### config.mk
export PLATFORM = sky130hd
export DESIGN_NAME = servo_adc
export DESIGN_NICKNAME = d
export VERILOG_FILES = /design/src/rtl/servo_adc_pkg.sv /design/src/rtl/servo_adc_window_popcount.sv /design/src/rtl/servo_adc.sv
export SDC_FILE = /design/constraint.sdc
export NUM_CORES = 1
export LEC_CHECK = 0
export ABC_AREA = 1
export BUFFER_PORTS_ARGS = -buffer_cell sky130_fd_sc_hd__buf_2
export CORE_UTILIZATION = 45
export CTS_BUF_LIST = sky130_fd_sc_hd__clkbuf_2
export CTS_CLUSTER_SIZE = 25
export DETAILED_ROUTE_END_ITERATION = 16
export PLACE_DENSITY = 0.63
export SLEW_MARGIN = 20
export SYNTH_ARGS = -nofsm -noshare
export SYNTH_HDL_FRONTEND = slang
export SYNTH_HIERARCHICAL = 1
export SYNTH_SLANG_ARGS = --single-unit
### constraint.sdc
create_clock -name clk -period 4.45 [get_ports clk]
set_input_delay 0.2225 -clock clk [delete_from_list [all_inputs] [get_ports clk]]
set_output_delay 0.2225 -clock clk [all_outputs]
set_load 0.005 [all_outputs]
### src/rtl/servo_adc_pkg.sv
// Shared definitions for the comparator servo: mode encodings, the LFSR seed
// and the dither LFSR step function.
package servo_adc_pkg;

    typedef enum logic [1:0] {
        MODE_TRACK = 2'b00,
        MODE_SWEEP = 2'b01,
        MODE_HOLD  = 2'b10
    } mode_e;

    localparam logic [31:0] LFSR_SEED = 32'hDEADBEEF;

    function automatic logic [31:0] lfsr_next(input logic [31:0] l);
        return {l[31] ^ l[30] ^ l[10] ^ l[0], l[31:1]};
    endfunction

endpackage

### src/rtl/servo_adc_window_popcount.sv
// Synchronises the comparator, keeps a WINDOW_BITS-deep history of hits
// (comparator low) and an exact running popcount of that history.
module window_popcount #(
    parameter int WINDOW_BITS = 1024
) (
    input  logic                         clk,
    input  logic                         rst_n,
    input  logic                         comp_in,
    output logic [$clog2(WINDOW_BITS):0] window_count
);

    localparam int CW = $clog2(WINDOW_BITS) + 1;

    logic                   sync1_q;
    logic                   sync2_q;
    logic                   hit;
    logic                   evicted;
    logic [WINDOW_BITS-1:0] shift_q;
    logic [WINDOW_BITS-1:0] shift_d;
    logic [CW-1:0]          count_q;
    logic [CW-1:0]          count_d;

    assign hit     = ~sync2_q;
    assign evicted = shift_q[WINDOW_BITS-1];

    assign shift_d[0] = hit;
    for (genvar gi = 1; gi < WINDOW_BITS; gi++) begin : g_shift
        assign shift_d[gi] = shift_q[gi-1];
    end

    // Add the incoming bit and drop the evicted one on the same edge, so the
    // count always equals the popcount of shift_q and can never wrap.
    assign count_d = count_q + CW'(hit) - CW'(evicted);

    always_ff @(posedge clk) begin
        if (!rst_n) begin
            // Synchroniser idles high so reset never injects phantom hits.
            sync1_q <= 1'b1;
            sync2_q <= 1'b1;
            shift_q <= '0;
            count_q <= '0;
        end else begin
            sync1_q <= comp_in;
            sync2_q <= sync1_q;
            shift_q <= shift_d;
            count_q <= count_d;
        end
    end

    assign window_count = count_q;

endmodule

### src/rtl/servo_adc.sv
// Comparator servo: steps a DAC level toward 50 % comparator-low occupancy,
// with TRACK/SWEEP/HOLD modes, lock detection and an LFSR-dithered PWM output.
module servo_adc
    import servo_adc_pkg::*;
#(
    parameter int WINDOW_BITS = 1024,
    parameter int DAC_BITS    = 16,
    parameter int UPDATE_LOG2 = 21,
    parameter int DEADBAND    = 20,
    parameter int GAIN_SHIFT  = 4,
    parameter int LOCK_COUNT  = 8
) (
    input  logic                         clk,
    input  logic                         rst_n,
    input  logic                         comp_in,
    input  logic [1:0]                   mode,
    output logic                         dac_out,
    output logic [DAC_BITS-1:0]          level,
    output logic [$clog2(WINDOW_BITS):0] window_count,
    output logic                         locked,
    output logic [DAC_BITS-1:0]          sample,
    output logic                         sample_valid
);

    localparam int CW = $clog2(WINDOW_BITS) + 1;
    localparam int EW = CW + 1;
    localparam int SW = ((DAC_BITS > EW) ? DAC_BITS : EW) + 1;
    localparam int LW = $clog2(LOCK_COUNT + 1);

    localparam logic signed [EW-1:0] HALF_WINDOW = EW'(WINDOW_BITS / 2);
    localparam logic [DAC_BITS-1:0]  LEVEL_MID   = DAC_BITS'(1) << (DAC_BITS - 1);
    localparam logic [DAC_BITS-1:0]  LEVEL_MAX   = '1;
    localparam logic [LW-1:0]        LOCK_FULL   = LW'(LOCK_COUNT);

    logic [UPDATE_LOG2-1:0] tick_cnt_q;
    logic                   tick;
    logic [DAC_BITS-1:0]    level_q, level_d;
    logic [LW-1:0]          lock_cnt_q, lock_cnt_d;
    logic                   locked_q, locked_d;
    logic [DAC_BITS-1:0]    sample_q, sample_d;
    logic                   sample_valid_q, sample_valid_d;
    logic [31:0]            lfsr_q;
    logic                   dac_q;

    logic signed [EW-1:0]   err;
    logic [EW-1:0]          err_mag;
    logic [EW-1:0]          step;
    logic [SW-1:0]          up_sum;
    logic [DAC_BITS-1:0]    level_up;
    logic [DAC_BITS-1:0]    level_dn;
    logic                   in_band;

    window_popcount #(
        .WINDOW_BITS (WINDOW_BITS)
    ) u_window (
        .clk          (clk),
        .rst_n        (rst_n),
        .comp_in      (comp_in),
        .window_count (window_count)
    );

    assign tick = &tick_cnt_q;

    assign err     = $signed({1'b0, window_count}) - HALF_WINDOW;
    assign in_band = (err <= DEADBAND) && (err >= -DEADBAND);
    assign err_mag = err[EW-1] ? EW'(-err) : EW'(err);
    // Gain applies to the magnitude first, then the +1 guarantees progress.
    assign step    = (err_mag >> GAIN_SHIFT) + EW'(1);

    // Saturating steps computed in a width wide enough for both operands.
    assign up_sum   = SW'(level_q) + SW'(step);
    assign level_up = (up_sum > SW'(LEVEL_MAX)) ? LEVEL_MAX : up_sum[DAC_BITS-1:0];
    assign level_dn = (SW'(step) > SW'(level_q)) ? '0 : level_q - DAC_BITS'(step);

    always_comb begin
        level_d        = level_q;
        lock_cnt_d     = lock_cnt_q;
        locked_d       = locked_q;
        sample_d       = sample_q;
        sample_valid_d = 1'b0;
        if (tick) begin
            case (mode)
                MODE_TRACK: begin
                    if (err > DEADBAND) begin
                        level_d = level_up;
                    end else if (err < -DEADBAND) begin
                        level_d = level_dn;
                    end
                    if (in_band) begin
                        lock_cnt_d = (lock_cnt_q == LOCK_FULL) ? lock_cnt_q : lock_cnt_q + LW'(1);
                    end else begin
                        lock_cnt_d = '0;
                    end
                    locked_d = (lock_cnt_d == LOCK_FULL);
                end
                MODE_SWEEP: begin
                    level_d    = level_q + DAC_BITS'(1);
                    lock_cnt_d = '0;
                    locked_d   = 1'b0;
                end
                default: begin
                    // HOLD and the reserved encoding freeze the loop.
                end
            endcase
            if (locked_d) begin
                sample_valid_d = 1'b1;
                sample_d       = level_d;
            end
        end
    end

    always_ff @(posedge clk) begin
        if (!rst_n) begin
            tick_cnt_q     <= '0;
            level_q        <= LEVEL_MID;
            lock_cnt_q     <= '0;
            locked_q       <= 1'b0;
            sample_q       <= '0;
            sample_valid_q <= 1'b0;
            lfsr_q         <= LFSR_SEED;
            dac_q          <= 1'b0;
        end else begin
            tick_cnt_q     <= tick_cnt_q + UPDATE_LOG2'(1);
            level_q        <= level_d;
            lock_cnt_q     <= lock_cnt_d;
            locked_q       <= locked_d;
            sample_q       <= sample_d;
            sample_valid_q <= sample_valid_d;
            lfsr_q         <= lfsr_next(lfsr_q);
            dac_q          <= (lfsr_q[DAC_BITS-1:0] < level_q);
        end
    end

    assign dac_out      = dac_q;
    assign level        = level_q;
    assign locked       = locked_q;
    assign sample       = sample_q;
    assign sample_valid = sample_valid_q;

endmodule

==> reports/qor.csv <==
metric;value;unit
worstPathArrival;5.08;ns
cp-start-kind;flop;
core_area;79300;µm²
ios;51;
n_fill_cell;7764;
cts_buffers;287;
grt_max_degree;230;
p_comb_share;11.8;%
cell_internal_pwr;0.0135;W
initial_core_util;45.7;%
layout_common_cells;1323 x nand2_1, 1187 x inv_1, 1128 x dfxtp_1;
postRouteAntennaNets;0;
synth_fp_nets;4394;
relSlewSlack;33.7;%
wl;55500;µm
htreeDepth;5;
grt_antenna_before_repair;2;
row_count;103;
drc;0;
drv_slew;0;
gp_congestion;0.863;
min_path_type;primary input to flop;
async_reset_ff_share;0;%
ys_seq_area_share;62.4;%
power.total;0.0188;W
grt_pass1_vias;22545;
path_class;flop to flop;
synthFlopType;dfxtp_1;
critical_path.endpoint_type;flop;
synthDistinctLibCells;44;
crit_required;5.64;ns
multi_input_area;8250;µm²
drive_gt1_share;11.2;%
clk_path_buf_depth;4;
wl_met3;2500;µm
m1WireLength;27600;µm
detail_route.iter0.violations;1235;
fin_nets;4613;
dp_hpwl;31200;µm
tns;0;ns
clkPwrFrac;33.8;%
top_layer_used;met4;
first_pass_iters;5;
die-width;286;µm
area_delta_synth_final;9.22;%
layout_commonest_cell;nand2_1;
switchingPower;0.00522;W
grt_usage;14.1;%
cts_root_buffer;clkbuf_2;
grt_pass1_wl;98100;µm
worst_slew_pin_slew;0.994;ns
finalSetupViolations;0;
fin_crit;3.89;ns
clock_latency;1.33;ns
reg2reg_slack;0.56;ns
critical_path_peak_fanout;10;
p_seq_share;54.4;%
ys_seq_elements;1129;
wl_per_cell;9.63;µm
cts_sinks;1129;
via_per_inst;4.05;
portBuffers;50;
fmax;0.257;GHz
vias;23372;
clk_pin_slew;0.10;ns
avgSynthCellArea;8.36;µm²
synth_edf_count;0;
wl_met2;23900;µm
cts_tree;done;
synth_area;36200;µm²
rsz0062_at_grt;false;
skew;0.140;ns
die_h;286;µm
hold_viol;0;
synthCells;4333;
overflow;0;
die_area;81600;µm²
max-cap-violations;0;
swShare;27.8;%
ir_worst_vdd;0.234;mV
outcome;finished clean;
power_density;474;nW/µm²
yosys_warnings;6;
leakage;24.9;nW
register_area;22600;µm²
fin_crit_sh;87.5;%
## cells by family (layout without fill, tap and decap cells)
logic type                 after synthesis  after routing  share of synthesized area (%)
and+or+nand+nor                       1631           1631                           18.0
buffers and inverters                 1346           1724                           14.9
DFF                                   1129           1129                           62.4
AOI/OAI and AO/OA                      135            135                           1.94
adders and majority gates               56             56                           2.00
xor gates and xnor gates                33             33                          0.798
other                                    2              8                         0.0207
muxes                                    1              1                         0.0276
## metrics by stage
stage               setup WS, ns  utilization, %  hold WS (ns)  instances  instance area (µm²)
global placement           0.471            46.7         0.391       5296                37000
detailed placement         0.393            46.7         0.395       5296                37000
global route              0.0269            49.9        0.0558       5767                39600
finish                     0.557            49.9         0.203       5767                39600
floorplan                   1.01               -         0.329       4333                36200
CTS                        0.342            49.9        0.0113       5757                39500
## synth_stat cells (4+ instances only)
master | count | area share (%)
nor3_1 | 7 | 0.097
clkbuf_1 | 13 | 0.13
buf_6 | 16 | 0.50
or2_2 | 31 | 0.54
buf_2 | 89 | 1.2
o21bai_1 | 4 | 0.083
xor2_1 | 23 | 0.56
nor2_1 | 122 | 1.3
dfxtp_1 | 1129 | 62
buf_4 | 25 | 0.52
inv_1 | 1187 | 12
nand2_1 | 1323 | 14
xnor2_1 | 10 | 0.24
o21ai_1 | 10 | 0.14
ha_1 | 53 | 1.8
nand3_1 | 94 | 1.3
a21oi_1 | 67 | 0.93
inv_2 | 13 | 0.13
nand4_1 | 32 | 0.55
o21ai_0 | 47 | 0.65
## critical path: stages, from the launching register on
cell	delay, ns
dfxtp_2	0.38
inv_1	0.07
ha_1	0.33
o21ai_0	0.17
xor2_1	0.27
nand3_1	0.15
nand3b_1	0.21
xor2_1	0.23
inv_1	0.10
ha_1	0.38
inv_1	0.11
nand2_1	0.07
nand2_1	0.07
a21oi_1	0.16
nand2_1	0.11
nand2_2	0.15
nand3_1	0.30
nand3_1	0.19
nand2_1	0.06
nand2_1	0.07
nand2_1	0.07
nand2_1	0.07
o21ai_0	0.08
## flip-flops by register name (all words and copies together) (netlist names), 4 cells and up
signal	count
tick_cnt_q	21
level	16
sample	16
u_window/shift_q	1024
lfsr_q	32
lock_cnt_q	4
u_window/window_count	11
## power by group through the flow
stage | clock network (W) | registers [W] | logic, W
finish | 0.00634 | 0.0102 | 0.00221
global route | 0.00724 | 0.0102 | 0.00253
CTS | 0.00670 | 0.0102 | 0.00217
detailed placement | 0 | 0.0104 | 0.00214
global placement | 0 | 0.0104 | 0.00214
floorplan | 0 | 0.0104 | 0.00170
## path summary, 6_finish.rpt
check        cells past startpoint               endpoint                startpoint
max                             22              level[11]  u_window/window_count[9]
min                              7               level[8]                   mode[1]
max reg2reg                     22              level[11]  u_window/window_count[9]
min reg2reg                      2  u_window/shift_q[324]     u_window/shift_q[323]
## routing by layer
| metal | vias up | track usage (%) |
|---|---|---|
| met5 | - | 0 |
| met4 | 0 | 7.62 |
| met3 | 132 | 3.97 |
| met2 | 391 | 22.0 |
| met1 | 10126 | 17.7 |
| li1 | 12723 | - |
## layout make-up
type,count,area share [%]
repair buffers,75,1.42
flip-flops and latches,1129,57.1
multi-input cells,1858,20.8
well taps,1050,3.32
inverters,1201,11.4
clock inverters,48,0.797
clock buffers,400,5.06
diodes,6,0.0380
## timing repair
action | CTS | global route
buffers inserted | 0 | 4
gates resized for setup | 0 | 2
hold buffers | 13 | 0
endpoints found under the setup margin | 0 | 29
hold endpoints to repair | 1129 | 0
(Power assumes the default switching activity.)
